==> src/rtl/snake_core_grid.sv <==
// Snake game core on a 2^XW x 2^YW grid: direction capture, food placement off the body, moves, collisions.
// Optional build macro SNAKE_WRAP_EN: walls wrap around instead of losing.
module snake_core_grid #(
  parameter int          XW          = 4,
  parameter int          YW          = 4,
  parameter int          MAX_LEN     = 16,
  parameter int          TICK_CYCLES = 4,
  parameter logic [15:0] LFSR_SEED   = 16'hACE1,
  localparam int         PW          = XW + YW,
  localparam int         LW          = $clog2(MAX_LEN + 1)
) (
  input  logic                    Clk,
  input  logic                    Reset,
  input  logic                    Left,
  input  logic                    Right,
  input  logic                    Up,
  input  logic                    Down,
  input  logic                    Ack,
  output logic                    Qi,
  output logic                    Qf,
  output logic                    Qh,
  output logic                    Qm,
  output logic                    Qc,
  output logic                    Qe,
  output logic                    Qw,
  output logic                    Ql,
  output logic                    Qu,
  output logic [PW-1:0]           Food,
  output logic [LW-1:0]           Length,
  output logic [MAX_LEN*PW-1:0]   Locations_Flat,
  output logic [MAX_LEN-1:0]      Live_Mask
);

  localparam int HW = (TICK_CYCLES > 1) ? $clog2(TICK_CYCLES) : 1;
  localparam logic [XW-1:0] X0    = XW'(1 << (XW - 1));
  localparam logic [YW-1:0] Y0    = YW'(1 << (YW - 1));
  localparam logic [PW-1:0] HEAD0 = {Y0, X0};
  localparam logic [PW-1:0] TAIL0 = {Y0, X0 - XW'(1)};

  typedef enum logic [3:0] {
    S_INIT, S_FOOD, S_HOLD, S_MOVE, S_CHECK, S_EAT, S_WIN, S_LOSE, S_UNKN
  } state_t;

  // LEFT^RIGHT and UP^DOWN both equal 2'b01, which makes the reversal test a single xor.
  typedef enum logic [1:0] {D_LEFT, D_RIGHT, D_UP, D_DOWN} dir_t;

  state_t          state, state_nxt;
  dir_t            cur_dir, next_dir, req_dir;
  logic [PW-1:0]   loc [MAX_LEN];
  logic [15:0]     lfsr, lfsr_nxt;
  logic [HW-1:0]   hold_cnt;
  logic [XW-1:0]   hx, new_x;
  logic [YW-1:0]   hy, new_y;
  logic [PW-1:0]   cand, new_head;
  logic [LW-1:0]   len_inc;
  logic            req_valid, wall, wall_lose, self_hit, food_hit, eat_hit;

  assign hx       = loc[0][XW-1:0];
  assign hy       = loc[0][PW-1:XW];
  assign new_head = {new_y, new_x};
  assign cand     = lfsr[PW-1:0];
  assign lfsr_nxt = {1'b0, lfsr[15:1]} ^ (lfsr[0] ? 16'hB400 : 16'h0000);
  assign len_inc  = Length + 1'b1;
  assign eat_hit  = (loc[0] == Food);

  assign req_valid = Left | Right | Up | Down;
  assign req_dir   = Left ? D_LEFT : Right ? D_RIGHT : Up ? D_UP : D_DOWN;

  always_comb begin
    new_x = hx;
    new_y = hy;
    wall  = 1'b0;
    case (next_dir)
      D_LEFT:  begin new_x = hx - 1'b1; wall = (hx == '0); end
      D_RIGHT: begin new_x = hx + 1'b1; wall = &hx;        end
      D_UP:    begin new_y = hy - 1'b1; wall = (hy == '0); end
      default: begin new_y = hy + 1'b1; wall = &hy;        end
    endcase
`ifdef SNAKE_WRAP_EN
    wall_lose = 1'b0;
`else
    wall_lose = wall;
`endif
  end

  always_comb begin
    self_hit = 1'b0;
    food_hit = 1'b0;
    for (int i = 1; i < MAX_LEN; i++)
      if (LW'(i) < Length && loc[i] == loc[0]) self_hit = 1'b1;
    for (int i = 0; i < MAX_LEN; i++)
      if (LW'(i) < Length && loc[i] == cand) food_hit = 1'b1;
  end

  always_ff @(posedge Clk or negedge Reset) begin
    if (!Reset) state <= S_INIT;
    else        state <= state_nxt;
  end

  always_comb begin
    state_nxt = state;
    case (state)
      S_INIT:  if (Ack) state_nxt = S_FOOD;
      S_FOOD:  if (!food_hit) state_nxt = S_HOLD;
      S_HOLD:  if (hold_cnt == '0) state_nxt = S_MOVE;
      S_MOVE:  state_nxt = wall_lose ? S_LOSE : S_CHECK;
      S_CHECK: state_nxt = self_hit ? S_LOSE : (eat_hit ? S_EAT : S_HOLD);
      S_EAT:   state_nxt = (len_inc == LW'(MAX_LEN)) ? S_WIN : S_FOOD;
      S_WIN,
      S_LOSE:  if (Ack) state_nxt = S_INIT;
      default: state_nxt = S_UNKN;
    endcase
  end

  always_ff @(posedge Clk or negedge Reset) begin
    if (!Reset) begin
      Length   <= LW'(2);
      Food     <= '0;
      cur_dir  <= D_RIGHT;
      next_dir <= D_RIGHT;
      lfsr     <= LFSR_SEED;
      hold_cnt <= '0;
    end else if (state == S_INIT) begin
      Length   <= LW'(2);
      Food     <= '0;
      cur_dir  <= D_RIGHT;
      next_dir <= D_RIGHT;
      lfsr     <= LFSR_SEED;
      hold_cnt <= '0;
    end else begin
      if (req_valid && ((req_dir ^ cur_dir) != 2'b01)) next_dir <= req_dir;
      if (state == S_FOOD) begin
        lfsr <= lfsr_nxt;
        if (!food_hit) Food <= cand;
      end
      if (state == S_MOVE && !wall_lose) cur_dir <= next_dir;
      if (state == S_EAT) Length <= len_inc;
      if (state_nxt == S_HOLD && state != S_HOLD) hold_cnt <= HW'(TICK_CYCLES - 1);
      else if (state == S_HOLD && hold_cnt != '0) hold_cnt <= hold_cnt - 1'b1;
    end
  end

  // Shifting every index below Length leaves the old tail one slot past the live region, so EAT only bumps Length.
  always_ff @(posedge Clk or negedge Reset) begin
    if (!Reset) begin
      for (int i = 0; i < MAX_LEN; i++) loc[i] <= '0;
      loc[0] <= HEAD0;
      loc[1] <= TAIL0;
    end else if (state == S_INIT) begin
      for (int i = 0; i < MAX_LEN; i++) loc[i] <= '0;
      loc[0] <= HEAD0;
      loc[1] <= TAIL0;
    end else if (state == S_MOVE && !wall_lose) begin
      for (int i = 0; i < MAX_LEN - 1; i++)
        if (LW'(i) < Length) loc[i+1] <= loc[i];
      loc[0] <= new_head;
    end
  end

  for (genvar g = 0; g < MAX_LEN; g++) begin : g_out
    assign Locations_Flat[(MAX_LEN-g)*PW-1 -: PW] = loc[g];
    assign Live_Mask[g] = (LW'(g) < Length);
  end

  assign Qi = (state == S_INIT);
  assign Qf = (state == S_FOOD);
  assign Qh = (state == S_HOLD);
  assign Qm = (state == S_MOVE);
  assign Qc = (state == S_CHECK);
  assign Qe = (state == S_EAT);
  assign Qw = (state == S_WIN);
  assign Ql = (state == S_LOSE);
  assign Qu = (state == S_UNKN);

endmodule
==> config.mk <==
export PLATFORM = sky130hd
export DESIGN_NAME = snake_core_grid
export DESIGN_NICKNAME = d
export VERILOG_FILES = /design/src/rtl/snake_core_grid.sv
export SDC_FILE = /design/constraint.sdc
export NUM_CORES = 1
export LEC_CHECK = 0
export BUFFER_PORTS_ARGS = -buffer_cell sky130_fd_sc_hd__clkbuf_2
export CAP_MARGIN = 10
export CORE_MARGIN = 2
export CORE_UTILIZATION = 55
export CTS_BUF_LIST = sky130_fd_sc_hd__clkbuf_16
export CTS_CLUSTER_DIAMETER = 50
export CTS_CLUSTER_SIZE = 25
export DETAILED_ROUTE_END_ITERATION = 8
export GPL_TIMING_DRIVEN = 0
export PLACE_DENSITY = 0.78
export RECOVER_POWER = 25
export SLEW_MARGIN = 20
export SYNTH_ARGS = -nofsm -noshare
export SYNTH_HDL_FRONTEND = slang
export SYNTH_SLANG_ARGS = --single-unit
==> constraint.sdc <==
create_clock -name Clk -period 2.8 [get_ports Clk]
set_input_delay 0.14 -clock Clk [delete_from_list [all_inputs] [get_ports Clk]]
set_output_delay 0.14 -clock Clk [all_outputs]
set_load 0.01 [all_outputs]
# Word-level counts from Yosys, hierarchy flattened
# Cells that the tools add are included.
# word_totals
regBits	167
inputBits	7
out_inout_bits	166
wordCells	262
# classes
n_addsub	6
magnitude_cmp	16
eq_ne	48
n_mux	78
n_bitwise	5
n_reduce_logical	85
# op_table
operator	n
8-bit == test	32
128-bit 2-to-1 mux	2
8-bit 2-to-1 mux	18
16-bit 2-to-1 mux	3
4-bit by 5-bit less-than comparator with 1-bit output (first input constant)	8
2-bit nonzero test	20
2-bit AND reduction	18
1-bit logical AND	35
1-bit 2-to-1 mux	32
4-bit one-hot mux with 7 select lines	1
3-bit by 5-bit less-than comparator with 1-bit output (first input constant)	4
2-bit 2-to-1 mux	10
4-bit by 3-bit == test with 1-bit output (second input constant)	4
4-bit 2-to-1 mux	4
4-bit one-hot mux with 2 select lines	2
15-bit by 16-bit bitwise XOR with 16-bit output	1
4-bit by 2-bit == test with 1-bit output (second input constant)	3
4-bit zero test	3
1-bit by 5-bit less-than comparator with 1-bit output (first input constant)	2
2-bit by 5-bit less-than comparator with 1-bit output (first input constant)	2
5-bit 2-to-1 mux	2
3-bit 2-to-1 mux	3
4-bit by 1-bit adder with 4-bit output (second input constant)	2
4-bit AND reduction	2
18 further kinds	25

# Logic depth before layout (Yosys ltp)
# Gate-level depths: netlist of the first run.
# logic_depth
word_depth	24
depth_mapped	12
depth_no_buf	9

# Worst setup path after synthesis of the first run
# No wires, ideal clock.
# synth_timing
kind	flip-flop to flip-flop
from	register Length[3]
to	register Food[0]
setup_ns	0.074
arrival_time_ns	2.553
required_ns	2.726
slack_ns	0.173
path_stages_with_launch	11
path_buffers	2
period_less_slack_ns	2.627
cell_sequence	dfrtp_1 or4_4 or2_0 buf_2 nand3_2 nand4_1 or4_4 nor2_8 buf_8 nand2_2 o21ai_2
# synth_between
elab_chain_len	20
word_cells_on_any_way	50
cone_classes	16 x order compare; 1 x eq/ne; 16 x mux; 17 x reduce/logical
# synth_rtl
item	line	source
start: declaration	29	output logic [LW-1:0] Length,
start signal: assignment	137	if (state == S_EAT) Length <= len_inc;
1-bit by 5-bit less-than comparator with 1-bit output	n/a	
net Live_Mask[0]	31	output logic [MAX_LEN-1:0] Live_Mask
1-bit logical AND	92	if (LW'(i) < Length && loc[i] == cand) food_hit = 1'b1;
1-bit 2-to-1 mux (16 in a row)	92	
2-bit != test (no source line)	n/a	
2-bit AND reduction (no source line)	n/a	
end signal: assignment	134	if (!food_hit) Food <= cand;
end: declaration	28	output logic [PW-1:0] Food,
# The timed path passes the listed nets, and every way through them passes these cells.
# A chain may end at the register's enable or synchronous reset.

# Worst setup path after layout of the first run
# layout_timing
from	register lfsr[5]
to	register Food[7]
# layout_between
elab_chain_len	20
word_cells_on_any_way	50
cone_classes	17 x eq/ne; 16 x mux; 17 x reduce/logical
# layout_rtl
item	line	source
start: declaration	50	logic [15:0] lfsr, lfsr_nxt;
start signal: assignment	133	lfsr <= lfsr_nxt;
8-bit == test	92	
1-bit logical AND	92	
1-bit 2-to-1 mux (15 in a row)	92	
1-bit 2-to-1 mux (*)	92	
2-bit != test (no source line) (*)	n/a	
2-bit AND reduction (no source line) (*)	n/a	
# Every way passes the cells marked *; elsewhere a longest branch is shown, timed or not.

==> run metrics, run 1 <==
status finished, violations left; violated checks setup timing; Root Driver clkbuf_16; synth warn 0; share of cells above drive strength 1 0.235; clock power share 0.238; PD cells 820 mW/mm²; Yosys reg bits 167; width of the die 142 µm; I/O Buffers 172; WL/cell 22.5 µm; CP startpoint kind flip-flop; WP data arrival 3210 ps; Post-Syn Instances 1,187; Worst Setup Path Type flip-flop to flip-flop; placed cells 1,595; area grow syn2layout 19.8%; critical path endpoint category flip-flop; clk_skew 7.21 ps; post-synth top area share 0.357; initial antenna violation count 0; top layer in use met4; deepest clock path buffer count 2; placed cell area 0.0117 mm²; final period utilization 1.01; Post-synth ARST share 1.00; fmax 352 MHz; Mapped Area 0.0105 mm²; cts bufs inserted 17; Pre-antenna DRT Iters 6; Crit Path Max Fanout 10; Syn Area/Cell 8.85 µm²; Hold Path Class primary input to flip-flop; CTS Sinks 167; Finished Layout Cells 1,633; first-pass GRT wire length 55,400 µm; Slew Limit Fails 0; Worst Reg-to-Reg Cells 10; HPWL after DPL 25,300 µm; DRC errors left 0; Global Route Usage Sum 0.362; P_sw 4.59 mW; Initial Util 0.561; top cells by area, synth dfrtp_1 36%, xor2_1 15%, xnor2_1 6.8%, nand2_1 5.7%, nand3_1 5.2%; Hold Path Depth 4; max-cap viol count 0; Leakage Power 6.11 nW; Fin. Hold Viols 0; Final Cell Area 0.0126 mm²; VDD IR max 0.000585 V; Least-Margin Pin Slew 1390 ps; largest net degree at the start of global routing 63; Post-DRT Antenna Nets 0; area of the die 0.0202 mm²; sequential share of power 0.310; EDFF count, synth 0; total number of vias 10.3k; Slew Limit Headroom 0.0721; met1 wire length 14,200 µm; GR Overflow Total 0; wire length on met2 16,100 µm; final setup vio count 9; worst setup margin -39.3 ps; Clk Latency, worst-skew pair 440 ps; Fillers 1,460; Syn Nets 1,203; sw frac 0.445; clock slew at reported path FFs 70 ps; DR vias/cell 6.31; Synth Flop Type dfrtp_1; largest area contributor in the netlist dfrtp_1; CTS tree done; Combinational Power Share 0.452; vias in the first global route 9,470; post-synthesis sequential area ratio 0.400; Pint 5.73 mW; Layout Nets 1,402; die height 142 µm; area of the core 0.0187 mm²; length of routed met3 wiring 4870 µm; RSZ-0062 raised after global routing yes; Tmin final 2840 ps; antenna cells 0; num ports 173; distinct cell type count after synthesis 53; Initial DRC Count 1,358; gpl congestion 0.943; htree depth 4; row cnt 50; Total Wirelength 36,700 µm; required time of the critical path 3170 ps
-- path summary, 6_finish.rpt --
| kind | slack, ps | from | endpoint |
|---|---|---|---|
| max | -40 | lfsr[5] | Food[7] |
| min | 50 | Right | next_dir[1] |
| max reg2reg | -40 | lfsr[5] | Food[7] |
| min reg2reg | 490 | lfsr[12] | lfsr[12] |
| max in group asynchronous | 610 | Reset | Locations_Flat[111] |
| min in group asynchronous | 550 | Reset | Locations_Flat[43] |
-- through the flow --
step / power, mW / hold WS (ps) / utilization / setup WS [ps] / setup TNS [ps]
after floorplan: 6.01 / -156 / - / 173 / 0
after global placement: 7.33 / 473 / 0.623 / -1340 / -247860
after detailed placement: 7.44 / 147 / 0.626 / -656 / -46040
after CTS: 9.98 / 53.9 / 0.664 / 2.05 / 0
after global routing: 10.7 / 69.5 / 0.672 / -83.0 / -729
final: 10.3 / 51.4 / 0.672 / -39.3 / -180
-- power groups by stage --
stage	Sequential (mW)	Clock, mW	Combinational [mW]
after floorplan	3.01	0	3.00
after global placement	3.04	0	4.29
after detailed placement	3.05	0	4.40
after CTS	3.14	2.45	4.39
after global routing	3.21	2.56	4.94
final	3.20	2.46	4.66
-- cell type report --
type | instances | area, µm² | share of cell area
multi-input cells | 922 | 5980 | 0.475
clock buffers | 17 | 425 | 0.0338
inverters | 15 | 58.8 | 0.00468
plain buffers | 77 | 437 | 0.0347
clock inverters | 15 | 175 | 0.0139
flip-flops and latches | 167 | 4220 | 0.335
well taps | 234 | 293 | 0.0233
repair buffers | 186 | 990 | 0.0787
-- Yosys cell counts, types with 5 or more instances --
cell type / number
xor2_1: 185
nand2_1: 159
dfrtp_1: 150
nand3_1: 109
a21oi_1: 106
xnor2_1: 82
nor2_1: 52
nor4_1: 45
clkbuf_1: 42
buf_2: 33
o21ai_0: 29
nand4_1: 25
mux2i_1: 22
dfstp_2: 17
inv_1: 10
nor3_1: 10
a22o_1: 7
ha_1: 7
nand2_2: 7
nand2b_1: 7
o21ai_1: 7
o21ai_2: 7
o22a_1: 6
buf_1: 5
-- per-layer routing --
| layer | global-route usage | vias to the layer above |
|---|---|---|
| li1 | - | 4464 |
| met1 | 0.508 | 4933 |
| met2 | 0.541 | 785 |
| met3 | 0.0781 | 125 |
| met4 | 0.160 | 0 |
| met5 | 0 | - |
-- worst max-delay path: stages, from the launching register on --
cell and delay (ps):
dfstp_4 760, buf_4 300, xor2_1 270, nor4_1 90, nand3_1 110, nand4_1 150
or4_4 620, nor2_8 190, clkbuf_16 180, nand2_2 50, o21ai_2 50
-- logic make-up after synthesis --
kind of cell,after synthesis,synth area share
compound gates,182,0.0993
xor+xnor,267,0.223
fa+ha+maj,9,0.0122
buf+inv,98,0.0408
flops,167,0.400
mux,23,0.0231
simple gates,441,0.202
-- cells in the final DEF, fill, tap and decap left out, drive strengths merged, types with 4 or more instances in the layout --
| cell type | synthesis | routed |
|---|---|---|
| dfrtp | 150 | 150 |
| inv | 14 | 18 |
| a22o | 7 | 7 |
| nor2b | 4 | 4 |
| nor3 | 10 | 10 |
| a21oi | 106 | 106 |
| clkinv | 1 | 6 |
| dfstp | 17 | 17 |
| clkbuf | 42 | 236 |
| nand2 | 166 | 166 |
| mux2i | 22 | 22 |
| o21ai | 43 | 43 |
| nand3 | 110 | 110 |
| xnor2 | 82 | 82 |
| nand2b | 7 | 7 |
| o22a | 6 | 6 |
| nor2 | 55 | 55 |
| xor2 | 185 | 185 |
| o211ai | 4 | 4 |
| or4 | 5 | 5 |
| ha | 7 | 7 |
| buf | 41 | 43 |
| nor4 | 45 | 45 |
| nand4 | 25 | 25 |
-- timing repair --
item	4_1_cts	5_1_grt
buffers inserted	3	7
hold buffers	1	0
setup endpoints to repair	139	104
hold endpoints to repair	53	0
pin swaps	1	6
cloned	0	1
resized for setup	38	43
-- state kept, by name (all words and copies together) (netlist names) --
name	cells
hold_cnt	2
Length	5
Food	8
state	4
cur_dir	2
lfsr	16
next_dir	2
Locations_Flat	128
Note: power is estimated with default switching activity, not from simulation.
==> run 2: changes to the inputs <==
Settings changed: CTS_BUF_LIST sky130_fd_sc_hd__clkbuf_16 to sky130_fd_sc_hd__clkbuf_8.
==> run 2 against run 1 <==
The flow now finishes without violations. Final area decreased by 1.6%. Hold slack worse by 47 ps. Non-clock buffer count is the same. Largest cell class unchanged. Largest power group unchanged.
==> run metrics, run 2 (synthesized netlist as in run 1, its figures left out) <==
status finished clean (was finished, violations left); slowest CP cell or4_4 (was dfstp_4); antenna cells 0 (unchanged); width of the die 142 µm (unchanged); GR Overflow Total 0 (unchanged); PD cells 783 mW/mm² (was 820 mW/mm²); vias in the first global route 9,416 (was 9,470); most frequent CP cell or4_4; FF+latch area 0.00422 mm² (about the same); clock slew at reported path FFs 100 ps (was 70 ps); most common cell after layout, fill and taps aside xor2_1 (unchanged); CTS Sinks 167 (unchanged); Post-DRT Antenna Nets 0 (unchanged); num ports 173 (unchanged); Global Route Usage Sum 0.360 (was 0.362); Least-Margin Pin Slew 1420 ps (was 1390 ps); max-cap viol count 0 (unchanged); I/O Buffers 172 (unchanged); VDD IR max 0.000418 V (was 0.000585 V); placed cells 1,595 (unchanged); initial antenna violation count 0 (unchanged); WP data arrival 3220 ps (was 3210 ps); crit-path cells or4_4, nand3_2, nor4_2, or4_1, or4_4, nor2_8, clkbuf_16, nand2_2, o21ai_2 (was buf_4, xor2_1, nor4_1, nand3_1, nand4_1, or4_4, nor2_8, clkbuf_16, nand2_2, o21ai_2); most frequent cells in the layout 185 x xor2_1, 176 x clkbuf_2, 149 x nand2_1, 146 x dfrtp_1, 108 x nand3_1 (was 185 x xor2_1, 175 x clkbuf_2, 150 x nand2_1, 145 x dfrtp_1, 108 x nand3_1); Hold Path Class primary input to flip-flop (unchanged); area of the die 0.0202 mm² (unchanged); Top delay family on crit path simple AND/OR/NAND/NOR gates (unchanged); fmax 357 MHz (was 352 MHz); Leakage Power 6.03 nW (was 6.11 nW); Buf+Inv Stages, Crit Path 1 (was 2); final period utilization 1.00 (was 1.01); critical path endpoint category flip-flop (unchanged); Initial Util 0.561 (unchanged); Tmin final 2800 ps (was 2840 ps); die height 142 µm (unchanged); Fillers 1,502 (was 1,460); required time of the critical path 3220 ps (was 3170 ps); gpl congestion 0.943 (unchanged); HPWL after DPL 25,300 µm (unchanged); max reg flops 128 (unchanged); RSZ-0062 raised after global routing yes (unchanged); Slew Limit Fails 0 (unchanged); Total Wirelength 36,400 µm (was 36,700 µm); cts bufs inserted 17 (unchanged); clk_skew 11.7 ps (was 7.21 ps); htree depth 4 (unchanged); Fin. Hold Viols 0 (unchanged); deepest clock path buffer count 2 (unchanged); area of the core 0.0187 mm² (unchanged); Slew Limit Headroom 0.0542 (was 0.0721); row cnt 50 (unchanged); Finished Layout Cells 1,633 (unchanged); DRC errors left 0 (unchanged); DR vias/cell 6.29 (was 6.31); Initial DRC Count 1,429 (was 1,358); CP max stage delay 590 ps (was 760 ps); Clk Latency, worst-skew pair 490 ps (was 440 ps); total number of vias 10.3k (about the same); CP startpoint kind flip-flop (unchanged); Root Driver clkbuf_8 (was clkbuf_16); largest net degree at the start of global routing 63 (unchanged); first-pass GRT wire length 55,200 µm (was 55,400 µm); Pre-antenna DRT Iters 9 (was 6); placed cell area 0.0117 mm² (unchanged); WL/cell 22.3 µm (was 22.5 µm); Crit Path Max Fanout 6 (was 10); area of the multi-input gates 0.00596 mm² (was 0.00598 mm²); Worst Setup Path Type flip-flop to flip-flop (unchanged); Layout Nets 1,402 (unchanged); CTS tree done (unchanged); share of cells above drive strength 1 0.234 (was 0.235); area grow syn2layout 17.9% (was 19.8%); Final Cell Area 0.0124 mm² (was 0.0126 mm²); final setup vio count 0 (was 9)
## run 2: worst paths after layout
path,from,slack (ps),depth (start not counted),end
setup / recovery,Length[3],0.6,9,Food[7]
setup reg to reg,Length[3],0.6,9,Food[7]
min in group asynchronous,Reset,500,2,Locations_Flat[43]
hold reg to reg,lfsr[12],510,2,lfsr[12]
max in group asynchronous,Reset,460,3,Locations_Flat[115]
hold / removal,Left,5,4,next_dir[0]
## run 2: timing repair
action	CTS	global route
cloned	0	1
buffers inserted	5	5
setup endpoints to repair	139	70
pin swaps	1	3
gates resized for setup	46	39
hold endpoints to repair	56	0
hold buffers	1	0
## run 2: worst register-to-register path, stage by stage (launching register included)
cell and delay (ps):
dfrtp_2 470, or4_4 590, nand3_2 90, nor4_2 60, or4_1 520, or4_4 490
nor2_8 220, clkbuf_16 190, nand2_2 50, o21ai_2 50
## run 2: where the power goes
part,switching (mW),internal (mW),total (mW)
Sequential,0.434,2.75,3.18
Clock,0.978,0.912,1.89
Combinational,3.06,1.56,4.62
## run 2: area by class of cell
class / count / share of cell area
inverters: 15 / 0.00455
flip-flops and latches: 167 / 0.341
well taps: 234 / 0.0236
multi-input cells: 922 / 0.482
plain buffers: 77 / 0.0360
clock inverters: 14 / 0.0138
clock buffers: 18 / 0.0200
repair buffers: 186 / 0.0797
## run 2: per-stage QoR
stage               setup TNS (ps)  setup WS, ps  utilization  power (mW)  hold slack (ps)
floorplan                        0           173            -        6.01             -156
global placement           -247860         -1340        0.623        7.33              473
detailed placement          -46040          -656        0.626        7.44              147
CTS                              0          7.47        0.656        9.41             6.46
global route                  -378         -54.9        0.662        10.1             16.6
finish                           0         0.563        0.662        9.69             4.55
## run 2: layer usage
| layer | vias to the layer above | wire (µm) | track usage |
|---|---|---|---|
| met5 | - | 0 | 0 |
| met4 | 0 | 1500 | 0.164 |
| met3 | 137 | 4080 | 0.0690 |
| met2 | 705 | 16300 | 0.537 |
| met1 | 4974 | 14500 | 0.511 |
| li1 | 4455 | - | - |
